**src/rtl/als_sample_sequencer_pkg.sv**
```systemverilog
// rtl/als_sample_sequencer_pkg.sv - shared types and frame constants for the ALS sampling sequencer
package als_pkg;

  // Sequencer FSM states.
  typedef enum logic [2:0] {
    ST_IDLE,
    ST_WAIT_TICK,
    ST_REQ,
    ST_WAIT_DONE,
    ST_ACCUM,
    ST_PUBLISH
  } als_state_t;

  // Raw SPI frame width and the light-value field inside it.
  localparam int FRAME_W = 16;
  localparam int ALS_MSB = 12;
  localparam int ALS_LSB = 5;
  localparam int ALS_W   = 8;

endpackage

```
**src/rtl/als_sample_sequencer_if.sv**
```systemverilog
// rtl/als_sample_sequencer_if.sv - conversion handshake between the sequencer and the SPI controller
//   start : one-cycle conversion request (sequencer -> controller)
//   done  : one-cycle completion pulse (controller -> sequencer)
//   frame : raw SPI frame, valid while done is high
interface als_sample_sequencer_if;
  import als_pkg::*;

  logic               start;
  logic               done;
  logic [FRAME_W-1:0] frame;

  modport master (output start, input done, input frame);
  modport slave  (input start, output done, output frame);
endinterface

```
**src/rtl/als_sample_sequencer_period_timer.sv**
```systemverilog
// rtl/als_sample_sequencer_period_timer.sv - sample period down-counter with reload and tick
//   clk, rst : clock, asynchronous active-low reset
//   load     : load PERIOD-1 (start of a fresh period)
//   clear    : force the counter to zero
//   run      : count down while high
//   tick     : high in the cycle the running counter is at zero
module als_period_timer #(
  parameter int PERIOD = 100000
) (
  input  logic clk,
  input  logic rst,
  input  logic load,
  input  logic clear,
  input  logic run,
  output logic tick
);

  localparam int CW = (PERIOD > 2) ? $clog2(PERIOD) : 1;
  localparam logic [CW-1:0] RELOAD = CW'(PERIOD - 1);

  logic [CW-1:0] cnt;

  always_ff @(posedge clk or negedge rst) begin
    if (!rst) begin
      cnt <= '0;
    end else if (load) begin
      cnt <= RELOAD;
    end else if (clear) begin
      cnt <= '0;
    end else if (run) begin
      // Reload in the tick cycle so ticks are exactly PERIOD clocks apart.
      cnt <= (cnt == '0) ? RELOAD : cnt - CW'(1);
    end
  end

  assign tick = run && (cnt == '0);

endmodule

```
**src/rtl/als_sample_sequencer.sv**
```systemverilog
// rtl/als_sample_sequencer.sv - periodic PmodALS conversion scheduler with sample averaging
//   clk, rst    : clock, asynchronous active-low reset
//   en          : sampling enable
//   spi         : conversion handshake to the SPI controller (start/done/frame)
//   avg         : latest published average, held between updates
//   avg_valid   : one-cycle strobe in the cycle avg updates
//   busy        : conversion outstanding (start until done or timeout)
//   timeout_err : sticky, a conversion was abandoned
//   overrun     : sticky, a period tick arrived while busy
module als_sample_sequencer
  import als_pkg::*;
#(
  parameter int SAMPLE_PERIOD = 100000,
  parameter int AVG_LOG2      = 2,
  parameter int TIMEOUT       = 4096
) (
  input  logic                   clk,
  input  logic                   rst,
  input  logic                   en,
  als_sample_sequencer_if.master spi,
  output logic [ALS_W-1:0]       avg,
  output logic                   avg_valid,
  output logic                   busy,
  output logic                   timeout_err,
  output logic                   overrun
);

  localparam int ACC_W = ALS_W + AVG_LOG2;
  localparam int CNT_W = AVG_LOG2 + 1;
  localparam int WD_W  = $clog2(TIMEOUT + 1);
  localparam logic [CNT_W-1:0] N_SAMPLES = CNT_W'(1 << AVG_LOG2);
  localparam logic [WD_W-1:0]  WD_LAST   = WD_W'(TIMEOUT - 1);

  als_state_t       state, state_nx;
  logic             tick;
  logic             start_c;
  logic             wd_fire;
  logic             drop_q;
  logic [ACC_W-1:0] acc_q;
  logic [ACC_W-1:0] acc_sum;
  logic [CNT_W-1:0] cnt_q;
  logic [CNT_W-1:0] cnt_inc;
  logic [ALS_W-1:0] sample_q;
  logic [WD_W-1:0]  wd_q;

  als_period_timer #(
    .PERIOD(SAMPLE_PERIOD)
  ) u_timer (
    .clk  (clk),
    .rst  (rst),
    .load (state == ST_IDLE && en),
    .clear(state == ST_IDLE && !en),
    .run  (state != ST_IDLE && en),
    .tick (tick)
  );

  assign acc_sum = acc_q + ACC_W'(sample_q);
  assign cnt_inc = cnt_q + CNT_W'(1);
  // wd_q holds the number of cycles since start; done in the last cycle still wins.
  assign wd_fire = (state == ST_WAIT_DONE) && !spi.done && (wd_q == WD_LAST);
  assign spi.start = start_c;

  always_ff @(posedge clk or negedge rst) begin
    if (!rst) begin
      state <= ST_IDLE;
    end else begin
      state <= state_nx;
    end
  end

  always_comb begin
    state_nx  = state;
    start_c   = 1'b0;
    busy      = 1'b0;
    avg_valid = 1'b0;
    case (state)
      ST_IDLE: begin
        if (en) state_nx = ST_WAIT_TICK;
      end
      ST_WAIT_TICK: begin
        if (!en)       state_nx = ST_IDLE;
        else if (tick) state_nx = ST_REQ;
      end
      ST_REQ: begin
        start_c  = 1'b1;
        busy     = 1'b1;
        state_nx = ST_WAIT_DONE;
      end
      ST_WAIT_DONE: begin
        busy = 1'b1;
        // A conversion overlapping an en drop is still awaited, then discarded.
        if (spi.done || wd_fire) begin
          if (drop_q || !en) state_nx = ST_IDLE;
          else if (spi.done) state_nx = ST_ACCUM;
          else               state_nx = ST_WAIT_TICK;
        end
      end
      ST_ACCUM: begin
        state_nx = (cnt_inc == N_SAMPLES) ? ST_PUBLISH : ST_WAIT_TICK;
      end
      ST_PUBLISH: begin
        avg_valid = 1'b1;
        state_nx  = ST_WAIT_TICK;
      end
      default: state_nx = ST_IDLE;
    endcase
  end

  always_ff @(posedge clk or negedge rst) begin
    if (!rst) begin
      acc_q       <= '0;
      cnt_q       <= '0;
      sample_q    <= '0;
      wd_q        <= '0;
      drop_q      <= 1'b0;
      avg         <= '0;
      timeout_err <= 1'b0;
      overrun     <= 1'b0;
    end else begin
      if (tick && busy) overrun     <= 1'b1;
      if (wd_fire)      timeout_err <= 1'b1;
      case (state)
        ST_IDLE: begin
          acc_q  <= '0;
          cnt_q  <= '0;
          drop_q <= 1'b0;
        end
        ST_REQ: begin
          wd_q <= WD_W'(1);
          if (!en) drop_q <= 1'b1;
        end
        ST_WAIT_DONE: begin
          wd_q <= wd_q + WD_W'(1);
          if (!en) drop_q <= 1'b1;
          if (spi.done) sample_q <= spi.frame[ALS_MSB:ALS_LSB];
        end
        ST_ACCUM: begin
          acc_q <= acc_sum;
          cnt_q <= cnt_inc;
          // Loaded here so avg is already current in the PUBLISH cycle.
          if (cnt_inc == N_SAMPLES) avg <= acc_sum[AVG_LOG2 +: ALS_W];
        end
        ST_PUBLISH: begin
          acc_q <= '0;
          cnt_q <= '0;
        end
        default: ;
      endcase
    end
  end

endmodule

```
**src/flat_wrapper.sv**
```systemverilog
// flat-port wrapper written by rule: the top's interface ports become plain ports
module als_sample_sequencer_flat import als_pkg::*;
#(
  parameter int SAMPLE_PERIOD = 100000,
  parameter int AVG_LOG2      = 2,
  parameter int TIMEOUT       = 4096
)
  (clk, rst, en, avg, avg_valid, busy, timeout_err, overrun, spi_start, spi_done, spi_frame);
  als_sample_sequencer_if spi_i ();
  input  logic clk;
  input  logic rst;
  input  logic en;
  output logic [ALS_W-1:0] avg;
  output logic avg_valid;
  output logic busy;
  output logic timeout_err;
  output logic overrun;
  output wire logic [$bits(spi_i.start)-1:0] spi_start;
  input wire logic [$bits(spi_i.done)-1:0] spi_done;
  input wire logic [$bits(spi_i.frame)-1:0] spi_frame;
  assign spi_start = spi_i.start;
  assign spi_i.done = spi_done;
  assign spi_i.frame = spi_frame;
  als_sample_sequencer #(.SAMPLE_PERIOD(SAMPLE_PERIOD), .AVG_LOG2(AVG_LOG2), .TIMEOUT(TIMEOUT)) u_core (.clk(clk), .rst(rst), .en(en), .spi(spi_i), .avg(avg), .avg_valid(avg_valid), .busy(busy), .timeout_err(timeout_err), .overrun(overrun));
endmodule
```
**config.mk**
```make
export PLATFORM = sky130hd
export DESIGN_NAME = als_sample_sequencer_flat
export DESIGN_NICKNAME = d
export VERILOG_FILES = /design/src/rtl/als_sample_sequencer_pkg.sv /design/src/rtl/als_sample_sequencer_if.sv /design/src/rtl/als_sample_sequencer_period_timer.sv /design/src/rtl/als_sample_sequencer.sv /design/src/flat_wrapper.sv
export SDC_FILE = /design/constraint.sdc
export NUM_CORES = 1
export LEC_CHECK = 0
export CORE_MARGIN = 8
export CORE_UTILIZATION = 50
export CTS_BUF_LIST = sky130_fd_sc_hd__clkbuf_8 sky130_fd_sc_hd__clkbuf_16
export DETAILED_ROUTE_END_ITERATION = 7
export HOLD_SLACK_MARGIN = 0.02
export MAX_ROUTING_LAYER = met4
export PLACE_DENSITY = 0.71
export SKIP_CTS_REPAIR_TIMING = 1
export SLEW_MARGIN = 10
export SYNTH_ARGS = -nofsm -noshare
export SYNTH_HDL_FRONTEND = slang
export SYNTH_SLANG_ARGS = --single-unit
```
**constraint.sdc**
```tcl
create_clock -name clk -period 2.2 [get_ports clk]
set_input_delay 0.22 -clock clk [delete_from_list [all_inputs] [get_ports clk]]
set_output_delay 0.22 -clock clk [all_outputs]
set_load 0.02 [all_outputs]
```
Yosys cells after proc, flatten, opt, wreduce, memory -nomap -nowiden
Index checks and enable logic that the tools add are counted.
{"block": "totals", "register_bits": 65, "inputBits": 20, "out_inout_bits": 13, "wordCells": 69}
{"block": "classes", "add_sub_neg": 4, "n_eq_ne": 11, "n_mux": 20, "n_reduce_logical": 24}
{"operator": "$mux W17", "n": 4}
{"operator": "$pmux W13 S2", "n": 1}
{"operator": "$mux W3", "n": 7}
{"operator": "$pmux W10 S2", "n": 1}
{"operator": "$pmux W3 S6", "n": 1}
{"operator": "$logic_not A17 Y1", "n": 1}
{"operator": "$sub A17 B1 Y17 const B", "n": 1}
{"operator": "$add A13 B1 Y13 const B", "n": 1}
{"operator": "$eq A13 B12 Y1 const B", "n": 1}
{"operator": "$add A10 B8 Y10", "n": 1}
{"operator": "$eq A3 B3 Y1 const B", "n": 3}
{"operator": "$logic_and A1 B1 Y1", "n": 7}
{"operator": "$eq A3 B2 Y1 const B", "n": 2}
{"operator": "$ne A2 B2 Y1 const B", "n": 3}
{"operator": "$pmux W3 S2", "n": 1}
{"operator": "$reduce_and A2 Y1", "n": 3}
{"operator": "$reduce_bool A2 Y1", "n": 3}
{"operator": "$reduce_bool A3 Y1", "n": 2}
{"operator": "$mux W1", "n": 4}
{"operator": "$reduce_or A2 Y1", "n": 2}
{"operator": "$add A3 B1 Y3 const B", "n": 1}
{"operator": "$eq A3 B1 Y1 const B", "n": 1}
{"operator": "$logic_not A3 Y1", "n": 1}
{"operator": "$ne A3 B2 Y1 const B", "n": 1}
{"operator": "4 further kinds", "n": 6}

Logic depth before layout (Yosys ltp)
{"block": "depth", "ltp_word": 6, "ltp_mapped": 8}

Modules after synthesis
Synthesis repeated with hierarchy kept, for this count alone.
{"block": "unflattened", "hier_cells": 385, "hier_area_um2": 3693.5}
{"mod": "als_sample_sequencer", "n_inst": 1, "cells_per_inst": 262, "area_each_um2": 2578.7, "seq_area_each_um2": 1201.2}
{"mod": "als_period_timer", "n_inst": 1, "cells_per_inst": 123, "area_each_um2": 1114.8, "seq_area_each_um2": 425.4}

Worst setup path before layout
OpenSTA, ideal clock, no wires.
{"block": "synth_timing", "kind": "reg-to-reg", "start": "register u_core.u_timer.cnt[3]", "end": "register u_core.u_timer.cnt[14]", "setup_time_ns": 0.074, "arrival_ns": 1.887, "slack_ns": 0.239, "path_stages_with_launch": 7, "n_path_buf": 1, "synth_period_minus_slack_ns": 1.961, "path_cell_list": "dfrtp_1 -> nor4_4 -> nand2_2 -> buf_6 -> or4_4 -> or3_1 -> a21oi_2"}
{"block": "synth_between", "elab_chain_len": 5, "elab_cells_between_ends": 6, "classes_between": "add/sub: 1; mux: 4; reduce/logical: 1"}
{"element": "start, declared", "line_no": "als_sample_sequencer_period_timer.sv:21", "rtl": "logic [CW-1:0] cnt;"}
{"element": "start signal, assigned", "line_no": "als_sample_sequencer_period_timer.sv:32", "rtl": "cnt <= (cnt == '0) ? RELOAD : cnt - CW'(1);"}
{"element": "$sub A17 B1 Y17 / $logic_not A17 Y1 (equally long branches)", "line_no": "als_sample_sequencer_period_timer.sv:32"}
{"element": "$mux W17 (*)", "line_no": "als_sample_sequencer_period_timer.sv:32"}
{"element": "$mux W17 (*)", "line_no": "als_sample_sequencer_period_timer.sv:30", "rtl": "end else if (run) begin"}
{"element": "$mux W17 (*)", "line_no": "als_sample_sequencer_period_timer.sv:28", "rtl": "end else if (clear) begin"}
{"element": "$mux W17 (*)", "line_no": "als_sample_sequencer_period_timer.sv:26", "rtl": "end else if (load) begin"}
Every way passes the cells marked *; elsewhere a longest branch is shown, timed or not. The select of a mux whose other input is x is not followed.
A chain may end at the register's enable or synchronous reset.

Worst setup path in the final report
{"block": "layout_timing", "start": "register u_core.sample_q[0]", "end": "register u_core.acc_q[6]"}
{"block": "layout_between", "elab_chain_len": 2}
{"element": "start, declared", "line_no": "als_sample_sequencer.sv:43", "rtl": "logic [ALS_W-1:0] sample_q;"}
{"element": "start signal, assigned", "line_no": "als_sample_sequencer.sv:135", "rtl": "if (spi.done) sample_q <= spi.frame[ALS_MSB:ALS_LSB];"}
{"element": "$add A10 B8 Y10", "line_no": "als_sample_sequencer.sv:57", "rtl": "assign acc_sum = acc_q + ACC_W'(sample_q);"}
{"element": "$pmux W10 S2", "line_no": "als_sample_sequencer.sv:122", "rtl": "case (state)"}
{"element": "end signal, assigned", "line_no": "als_sample_sequencer.sv:138", "rtl": "acc_q <= acc_sum;"}
{"element": "end, declared", "line_no": "als_sample_sequencer.sv:39", "rtl": "logic [ACC_W-1:0] acc_q;"}
Every way passes these cells.

==> reports/qor.log <==
[yosys] average cell area after synthesis 9.62 um2
[floorplan] IO Pins 33
[placement] Detailed Place HPWL 4860 um
[yosys] Unique masters post-synth 47
[layout] fin nets 426
[worst_setup_path] crit end category flop
[grt] maximum number of pins on one net before global-route repair 41
[timing] clock skew 0.0104 ns
[pwr] worst-case vdd ir drop 412 uV
[yosys] Synth Instances 357
[layout] most frequent standard cell in the layout excluding fill and tap cells sky130_fd_sc_hd__dfrtp_1
[clocking] Clock Pin Slew Worst Setup and Hold Paths 0.07 ns
[yosys] total standard cell area after synthesis 3440 um2
[drt] average wire per standard cell 14.7 um
[placement] number of buffers inserted by port buffering 24
[grt] wire length of the first global-routing pass 12200 um
[layout] Post-Layout Inst Area 4060 um2
[drt] via count 2688
[timing] remaining max-slew budget at the tightest pin 59.6%
[worst_setup_path] worst endpoint data arrival time 2.28 ns
[clocking] clock tree from TritonCTS yes
[timing] Tmin final 2.04 ns
[layout] Inserted Diodes 0
[worst_setup_path] cell with the biggest individual delay on the critical path sky130_fd_sc_hd__dfrtp_1
[yosys] proportion of synthesized flip-flops having asynchronous set or reset 100%
[floorplan] die boundary height 98.9 um
[timing] RSZ-0062 raised after global routing no
[worst_setup_path] critical path's most frequent cell sky130_fd_sc_hd__o21a_1
[grt] residual overflow from global routing 0
[timing] number of max-slew violations in the final report 0
[drt] First DRT Iteration DRCs 91
[yosys] count of flip-flops with a built-in enable after synthesis 0
[timing] endpoints failing hold 0
[clocking] cell at the root of the clock tree sky130_fd_sc_hd__clkbuf_8
[floorplan] Horiz. Die Dim 98.9 um
[worst_setup_path] endpoint required time on the critical path 2.44 ns
[yosys] number of storage elements in the synthesis netlist 65
[yosys] share of synthesized area occupied by flip-flops and latches 47.3%
[worst_setup_path] launch point of the critical path u_core.sample_q[0]
[floorplan] initial standard-cell utilization of the core 51.1%
[clocking] CTS Buf Count 9
[worst_setup_path] type of the worst setup path reg -> reg
[layout] top library cells by usage in the layout, fill and taps aside sky130_fd_sc_hd__dfrtp_1, sky130_fd_sc_hd__nand2_1, sky130_fd_sc_hd__a21oi_1, sky130_fd_sc_hd__o21ai_0, sky130_fd_sc_hd__nor2_1
[floorplan] Rows 30
[clocking] number of levels the H-tree was split into 3
[yosys] Synthesis Warnings 0
[yosys] net count of the mapped netlist 391
[grt] overall track demand over capacity in global routing 15.8%
[worst_setup_path] nature of the critical path startpoint flop
[timing] Setup violations, final 0
[drt] Detailed Route WL 6980 um
[placement] weighted congestion reported at the end of routability-driven placement 0.833
[clocking] maximum number of buffers from clock root to sink 2
[timing] Worst Max-Slew Pin Slew 0.606 ns
[timing] achievable frequency 0.489 GHz
[drt] number of detailed-route iterations in the first pass 4
[drt] remaining routing DRC violations 0
[floorplan] Die Footprint 9780 um2
[floorplan] area inside the core boundary 6720 um2
[layout] area growth from synthesis to layout 18.2%
[worst_setup_path] Critical Path, Cell by Cell ha_1 > inv_1 > fa_1 > nor2b_1 > o31a_1 > buf_4 > o21a_1 > o21a_1 > o31ai_1
[clocking] worst skew pair latency 0.33 ns
[grt] via count of the first global-routing pass 2697
[layout] final core utilization 60.4%
[placement] placed cell areas 3820 um2
[worst_setup_path] worst stage delay on the critical path 0.38 ns
[clocking] Clock Sink Count 65
[worst_hold_path] hold crit path type in -> async
[pwr] P per Cell Area 663 nW/um2
[worst_setup_path] worst-path maximum fanout 3
[pwr] leakage power of the design 1.87 nW
[job] max-cap violation count 0
[worst_setup_path] worst flop-to-flop path startpoint u_core.sample_q[0]
[timing] fraction of the cycle the final worst path needs 92.9%
[outcome] status finished clean
[yosys] commonest register cell after synthesis sky130_fd_sc_hd__dfrtp_1
[drt] vias per std cell 5.65
[grt] number of antenna violations at the first check in global routing 0
[drt] residual antenna-violating net count after detailed routing 0
[layout] proportion of layout cells with a drive suffix above 1 14.4%
## flip-flops by register name, indices dropped and copies added (netlist names)
register	flops
u_core.cnt_q	3
u_core.state	3
u_core.sample_q	8
u_core.avg	8
u_core.wd_q	13
u_core.timeout_err	1
u_core.drop_q	1
u_core.acc_q	10
u_core.u_timer.cnt	17
u_core.overrun	1
## synthesized netlist by cell type (2+ instances only)
cell	n	area, um2
sky130_fd_sc_hd__mux2i_1	10	100
sky130_fd_sc_hd__ha_1	13	163
sky130_fd_sc_hd__a21o_1	5	37.5
sky130_fd_sc_hd__nand3_1	9	45.0
sky130_fd_sc_hd__inv_1	12	45.0
sky130_fd_sc_hd__a22o_1	6	52.6
sky130_fd_sc_hd__nand4_1	2	12.5
sky130_fd_sc_hd__nand2b_1	8	50.1
sky130_fd_sc_hd__nor3b_1	2	15.0
sky130_fd_sc_hd__mux2_2	12	135
sky130_fd_sc_hd__nor3_1	10	50.1
sky130_fd_sc_hd__xor2_1	4	35.0
sky130_fd_sc_hd__a21oi_1	33	165
sky130_fd_sc_hd__nor4_1	3	18.8
sky130_fd_sc_hd__o21a_1	3	22.5
sky130_fd_sc_hd__and4_1	2	17.5
sky130_fd_sc_hd__o211ai_1	2	15.0
sky130_fd_sc_hd__nand2_1	39	146
sky130_fd_sc_hd__xnor2_1	3	26.3
sky130_fd_sc_hd__or3_1	9	56.3
sky130_fd_sc_hd__nor2_1	25	93.8
sky130_fd_sc_hd__nand4b_1	3	26.3
sky130_fd_sc_hd__o31ai_1	2	15.0
sky130_fd_sc_hd__clkbuf_1	13	48.8
sky130_fd_sc_hd__or4_2	3	26.3
sky130_fd_sc_hd__nand3b_1	3	22.5
sky130_fd_sc_hd__a31oi_1	3	18.8
sky130_fd_sc_hd__o21ai_0	31	155
sky130_fd_sc_hd__and3_1	5	31.3
sky130_fd_sc_hd__dfrtp_1	65	1630
## metal layers
metal  part of all wire (%)  vias up  GRT usage, %
met5                      0        -             -
met4                    1.6        0          8.15
met3                    3.5       13          3.45
met2                     47       39          24.5
met1                     48     1287          18.9
li1                       -     1349             -
## kinds of logic (layout without fill, tap and decap cells)
kind of cell	count (synthesis)	after routing	synth area share, %
fa+ha+maj	14	14	5.32
xor+xnor	7	7	1.78
buf+inv	26	65	3.06
mux	22	22	6.85
simple gates	131	131	20.0
compound gates	92	92	15.7
flops	65	65	47.3
## report_power, final
group / internal (mW) / switching, mW
clock: 0.572 / 0.448
combinational: 0.134 / 0.206
sequential: 1.25 / 0.0772
total: 1.96 / 0.731
## worst max-delay path, delay by kind of cell, from the launching register on
family                   cells  cell delay, ns
flip-flops                   1            0.38
AND/OR/NAND/NOR              1            0.07
adder cells (fa/ha/maj)      2            0.42
buffers and inverters        2            0.23
AO/OA/AOI/OAI                4            0.86
## area by class of cell
class / count / area (um2)
inverters: 12 / 45.0
clock inverters: 4 / 43.8
flip-flops and latches: 65 / 1630
well taps: 80 / 100
fillers: 573 / 2660
clock buffers: 11 / 151
multi-input cells: 266 / 1740
repair buffers: 38 / 355
## path summary, 6_finish.rpt
check,cells after the start,to,slack [ns]
setup / recovery,9,u_core.acc_q[6],0.16
hold / removal,2,u_core.sample_q[1],0.43
setup reg to reg,9,u_core.acc_q[6],0.16
hold reg to reg,1,u_core.timeout_err,0.47
max in group asynchronous,3,u_core.overrun,1.14
min in group clk,1,u_core.timeout_err,0.47
## metrics by stage
step	cells	setup TNS, ns	power (mW)	worst slack (ns)	hold slack (ns)
6_report	476	0	2.69	0.157	0.432
5_1_grt	476	0	2.82	0.00380	0.489
2_1_floorplan	357	0	1.56	0.239	-0.0756
3_3_place_gp	460	0	1.67	0.128	0.267
3_5_place_dp	460	0	1.69	0.120	0.273
4_1_cts	475	-0.176	2.71	-0.131	-0.0888
(Power assumes the default switching activity.)
==> RTL edit 1, RTL diff (config.mk and constraints unchanged) <==
Encoding of `als_state_t`: now one-hot (6 bits for 6 states).
--- a/src/rtl/als_sample_sequencer_pkg.sv
+++ b/src/rtl/als_sample_sequencer_pkg.sv
@@ -2,13 +2,13 @@
 package als_pkg;
 
   // Sequencer FSM states.
-  typedef enum logic [2:0] {
-    ST_IDLE,
-    ST_WAIT_TICK,
-    ST_REQ,
-    ST_WAIT_DONE,
-    ST_ACCUM,
-    ST_PUBLISH
+  typedef enum logic [5:0] {
+    ST_IDLE      = 6'b000001,
+    ST_WAIT_TICK = 6'b000010,
+    ST_REQ       = 6'b000100,
+    ST_WAIT_DONE = 6'b001000,
+    ST_ACCUM     = 6'b010000,
+    ST_PUBLISH   = 6'b100000
   } als_state_t;
 
   // Raw SPI frame width and the light-value field inside it.
Behaviour: same outputs for any inputs over 10 cycles, from zero or initial values and one cycle with rst low; not proved beyond that.
==> RTL edit 1 against the original RTL <==
  * Cell area is 12% higher
  * Synthesized area is 9.9% higher
  * Sequential cell count is 3 higher
  * Clock skew hardly changed
  * Wire length is 16% higher
  * Worst setup slack worse by 0.086 ns
Power is not compared: it rests on default switching activity, and its combinational part moved more than twofold at a synthesized area within 25%.
==> RTL edit 1: results (changes against the original RTL) <==
Worst slew pin tran: 0.651 ns (+0.0448 ns)
Routed wire per std cell: 14.8 um (+0.70%)
Post-DP HPWL: 5710 um (+18%)
Multi-In Gates: 300 (+13%)
Ranking of synthesized cells by instance count: 67 x dfrtp_1, 37 x nand2_1, 31 x a21oi_1, 31 x nor2_1, 27 x o21ai_0
Cts bufs inserted: 9 (unchanged)
Relative area of clock buffers and inverters in the final design: 5.24% (+0.44 points)
Average cell area after synthesis: 9.49 um^2 (-1.4%)
Pin count of the biggest net entering global routing: 69 (+68%)
P&R area growth vs syn: 20.0%
Register-to-register setup slack: 0.07 ns (-0.09 ns)
Data-path buffer share of cell area in the final layout: 10.2% (+1.4 points)
Critical R2R Capture: u_core.u_timer.cnt[15]$_DFFE_PN0P_
Syn Nets: 432 (+10%)
Non-clock inverter instance count of the final layout: 13 (+1)
Crit path DAT: 2.35 ns (+0.07 ns)
Number of cells on the worst reg-to-reg path: 5 (-4)
Clock Power: 1240 uW
Vias in the first global route: 3022 (+12%)
Internal power: 2490 uW
Starting DRC count in detailed routing: 206 (+130%)
Status: finished clean
Cell total after placement: 528 (+15%)
Share of layout cells above drive strength 1: 16.1% (+1.7 points)
Compound-Gate Fraction of Synth Area: 19.4% (+3.7 points)
First-pass iteration count of the detailed router: 5 (+1)
Total global-route track usage: 17.0% (+1.2 points)
Adder and majority gate portion of the synthesized area: 4.84% (-0.48 points)
Wire length of the first global-routing pass: 13900 um (+14%)
Seq/total area: 37.6% (-2.5 points)
Dpl cell area: 4240 um^2 (+11%)
Tap Cells: 99 (+24%)
Proportion of register bits with asynchronous set or reset after synthesis: 100% (unchanged)
Routability-driven placement congestion ratio: 0.850 (+2.0%)
Worst-path maximum fanout: 17 (+14)
Number of library cell types mapped by synthesis: 56 (+19%)
Hold Slack: 0.431 ns (-0.00132 ns)
Ys Warns: 0 (unchanged)
Final-stage net count: 477 (+12%)
Setup slack at placement: 0.0547 ns (-0.0652 ns)
Number of synthesized register bits: 68 (+4.6%)
Fillers: 636 (+11%)
Via density per instance: 5.71 (+1.1%)
Non-clock buffer instance count of the final layout: 51 (+34%)
Worst reg2reg path startpoint: u_core.state[4]$_DFFE_PN0P_
Buffer levels on the longest clock path: 2 (unchanged)
Maximum clock skew at final layout: 0.0101 ns (-0.000297 ns)
XOR/XNOR share of the synthesized area: 0.928% (-0.86 points)
Sequential-to-total area share from yosys stat: 45.1% (-2.2 points)
Share of cell area taken by multi-input logic gates: 43.2% (+0.45 points)
Main area contributors after synthesis: dfrtp_1 44%, ha_1 4.3%, a21oi_1 4.1%
Count of vias placed by the detailed router: 3118 (+16%)
RTL edit 1: critical path: stages, from the launching register on:
cell and delay (ns):
dfrtp_1 0.43, or3_1 0.50, or4b_4 0.65, mux2i_1 0.20, a31oi_1 0.06, o21bai_1 0.17
RTL edit 1: how the worst max path moves through the flow:
| stage | from | end | slack [ns] | depth (start not counted) |
|---|---|---|---|---|
| floorplan | u_core.sample_q[0]$_DFFE_PN0P_ | u_core.avg[6]$_DFFE_PN0P_ | 0.19 | 8 |
| global placement | u_core.sample_q[0]$_DFFE_PN0P_ | u_core.avg[6]$_DFFE_PN0P_ | 0.07 | 8 |
| detailed placement | u_core.sample_q[0]$_DFFE_PN0P_ | u_core.avg[6]$_DFFE_PN0P_ | 0.05 | 8 |
| CTS | u_core.state[5]$_DFFE_PN0P_ | busy | -0.17 | 5 |
| global route | u_core.state[4]$_DFFE_PN0P_ | u_core.u_timer.cnt[15]$_DFFE_PN0P_ | -0.02 | 5 |
| finish | u_core.state[4]$_DFFE_PN0P_ | u_core.u_timer.cnt[15]$_DFFE_PN0P_ | 0.07 | 5 |
RTL edit 1: cells by family after synthesis:
| group | after synthesis |
|---|---|
| buffers and inverters | 30 |
| adder cells (fa/ha/maj) | 14 |
| XOR/XNOR | 4 |
| multiplexers | 17 |
| AND/OR/NAND/NOR | 151 |
| flip-flops | 68 |
| AO/OA/AOI/OAI | 114 |
RTL edit 1: layer usage:
| metal | GRT usage (%) | vias up | part of all wire, % |
|---|---|---|---|
| li1 | - | 1563 | - |
| met1 | 21.4 | 1503 | 49 |
| met2 | 26.4 | 47 | 48 |
| met3 | 4.52 | 5 | 2.9 |
| met4 | 4.56 | 0 | 0.60 |
| met5 | - | - | 0 |
==> RTL edit 2, RTL diff (config.mk and constraints unchanged) <==
Without the edit above. `SAMPLE_PERIOD` is set to 100000 in 2 places; all go to 200000.
--- a/src/rtl/als_sample_sequencer.sv
+++ b/src/rtl/als_sample_sequencer.sv
@@ -10,7 +10,7 @@
 module als_sample_sequencer
   import als_pkg::*;
 #(
-  parameter int SAMPLE_PERIOD = 100000,
+  parameter int SAMPLE_PERIOD = 200000,
   parameter int AVG_LOG2      = 2,
   parameter int TIMEOUT       = 4096
 ) (
--- a/src/flat_wrapper.sv
+++ b/src/flat_wrapper.sv
@@ -1,7 +1,7 @@
 // flat-port wrapper written by rule: the top's interface ports become plain ports
 module als_sample_sequencer_flat import als_pkg::*;
 #(
-  parameter int SAMPLE_PERIOD = 100000,
+  parameter int SAMPLE_PERIOD = 200000,
   parameter int AVG_LOG2      = 2,
   parameter int TIMEOUT       = 4096
 )
Function: same outputs for any inputs over 10 cycles, from zero or initial values and one cycle with rst low; that may be too few to reach the edited logic, so the function may still have changed.
==> RTL edit 2 against the original RTL <==
  * Synthesized area increased by 1.2%
  * Hold slack worse by 0.026 ns
  * Worst setup slack lost 0.082 ns
  * Wire length up 8.1%
  * Utilization increased by 1.4 points
  * Via count is 7.4% higher
  * Cell area increased by 2.8%
  * Total power increased by 0.61%
  * Sequential cell count rose by 1
  * First-iteration DRC count grew 4.4%
==> RTL edit 2: results (changes against the original RTL) <==
Crit path DAT: 2.38 ns (+0.10 ns)
Share of layout cells above drive strength 1: 16.0% (+1.6 points)
Number of cells on the worst reg-to-reg path: 4 (-5)
Worst stage delay on the critical path: 0.57 ns (+0.19 ns)
Number of library cell types mapped by synthesis: 51 (+8.5%)
Via density per instance: 5.77 (+2.2%)
Internal power: 1950 uW (-0.25%)
Setup slack at placement: 0.0429 ns (-0.0770 ns)
Post-Layout Cell Count: 500 (+5.0%)
Met3 usage: 3.07% (-0.38 points)
Seq pwr share: 48.9% (-0.6 points)
Fillers: 567 (-1.0%)
Register-to-register setup slack: 0.08 ns (-0.08 ns)
Capture point of the critical path: u_core.u_timer.cnt[15]$_DFFE_PN0P_
Worst-path maximum fanout: 7 (+4)
Total global-route track usage: 16.8% (+1.1 points)
Cell total after placement: 482 (+4.8%)
Starting DRC count in detailed routing: 95 (+4.4%)
M2 GR Usage: 27.5% (+3.0 points)
Maximum clock skew at final layout: 0.0106 ns (+0.000199 ns)
Main area contributors after synthesis: dfrtp_1 48%, o21ai_0 5.3%, nand2_1 5.1%
Synth Instances: 371 (+3.9%)
Global-route track usage on met1: 19.8% (+0.98 points)
Total met3 wirelength after detailed routing: 246 um (+1.7%)
Cell with the biggest individual delay on the critical path: or4_4
Vias in the first global route: 2839 (+5.3%)
Wire length on met1: 3590 um (+6.8%)
Leak Pwr: 0.00187 uW (-0.22%)
Minimum clock period: 2.12 ns (+0.0819 ns)
Status: finished clean
Total routed wirelength: 7550 um (+8.1%)
Syn Nets: 404 (+3.3%)
Ranking of synthesized cells by instance count: 66 x dfrtp_1, 47 x nand2_1, 37 x o21ai_0
Post-DP HPWL: 5400 um (+11%)
==> RTL edit 2: changes by cell type after synthesis, moves of 5 or more <==
cell	delta
mux2i_1	-6
nand2_1	+8
nand3_1	+6
nor2_1	-8
o21ai_0	+6
o22ai_1	+5
o31ai_1	+5
==> RTL edit 2: stage by stage <==
stage | total power (uW) | TNS, ns | hold slack, ns | area (um^2)
finish | 2710 | 0 | 0.406 | 4180
global route | 2830 | -0.0218 | 0.483 | 4180
CTS | 2710 | -0.0150 | -0.117 | 4110
detailed placement | 1700 | 0 | 0.261 | 3920
global placement | 1690 | 0 | 0.254 | 3920
floorplan | 1550 | 0 | -0.0756 | 3490
==> RTL edit 2: worst reg2reg max path, cell delays in order, from the launching register on <==
cell and delay [ns]:
dfrtp_1 0.39, or4_4 0.57, or3_4 0.43, or4_4 0.44, o31ai_2 0.22
==> RTL edit 2: area by class of cell <==
type | count | area share, %
multi-input combinational | 275 | 42.0
sequential | 66 | 39.6
timing repair buffer | 48 | 10.1
clock buffer | 9 | 2.97
tap | 80 | 2.40
clock inverter | 7 | 1.68
inverter | 15 | 1.35
==> RTL edit 2: kinds of logic (layout without fill, tap and decap cells) <==
family | count (synthesis) | count (layout) | synth area share, %
AO/OA/AOI/OAI | 115 | 115 | 20.1
buffers and inverters | 30 | 79 | 3.31
multiplexers | 13 | 13 | 4.07
XOR/XNOR | 8 | 8 | 2.02
flip-flops | 66 | 66 | 47.5
adder cells (fa/ha/maj) | 13 | 13 | 4.90
AND/OR/NAND/NOR | 126 | 126 | 18.1
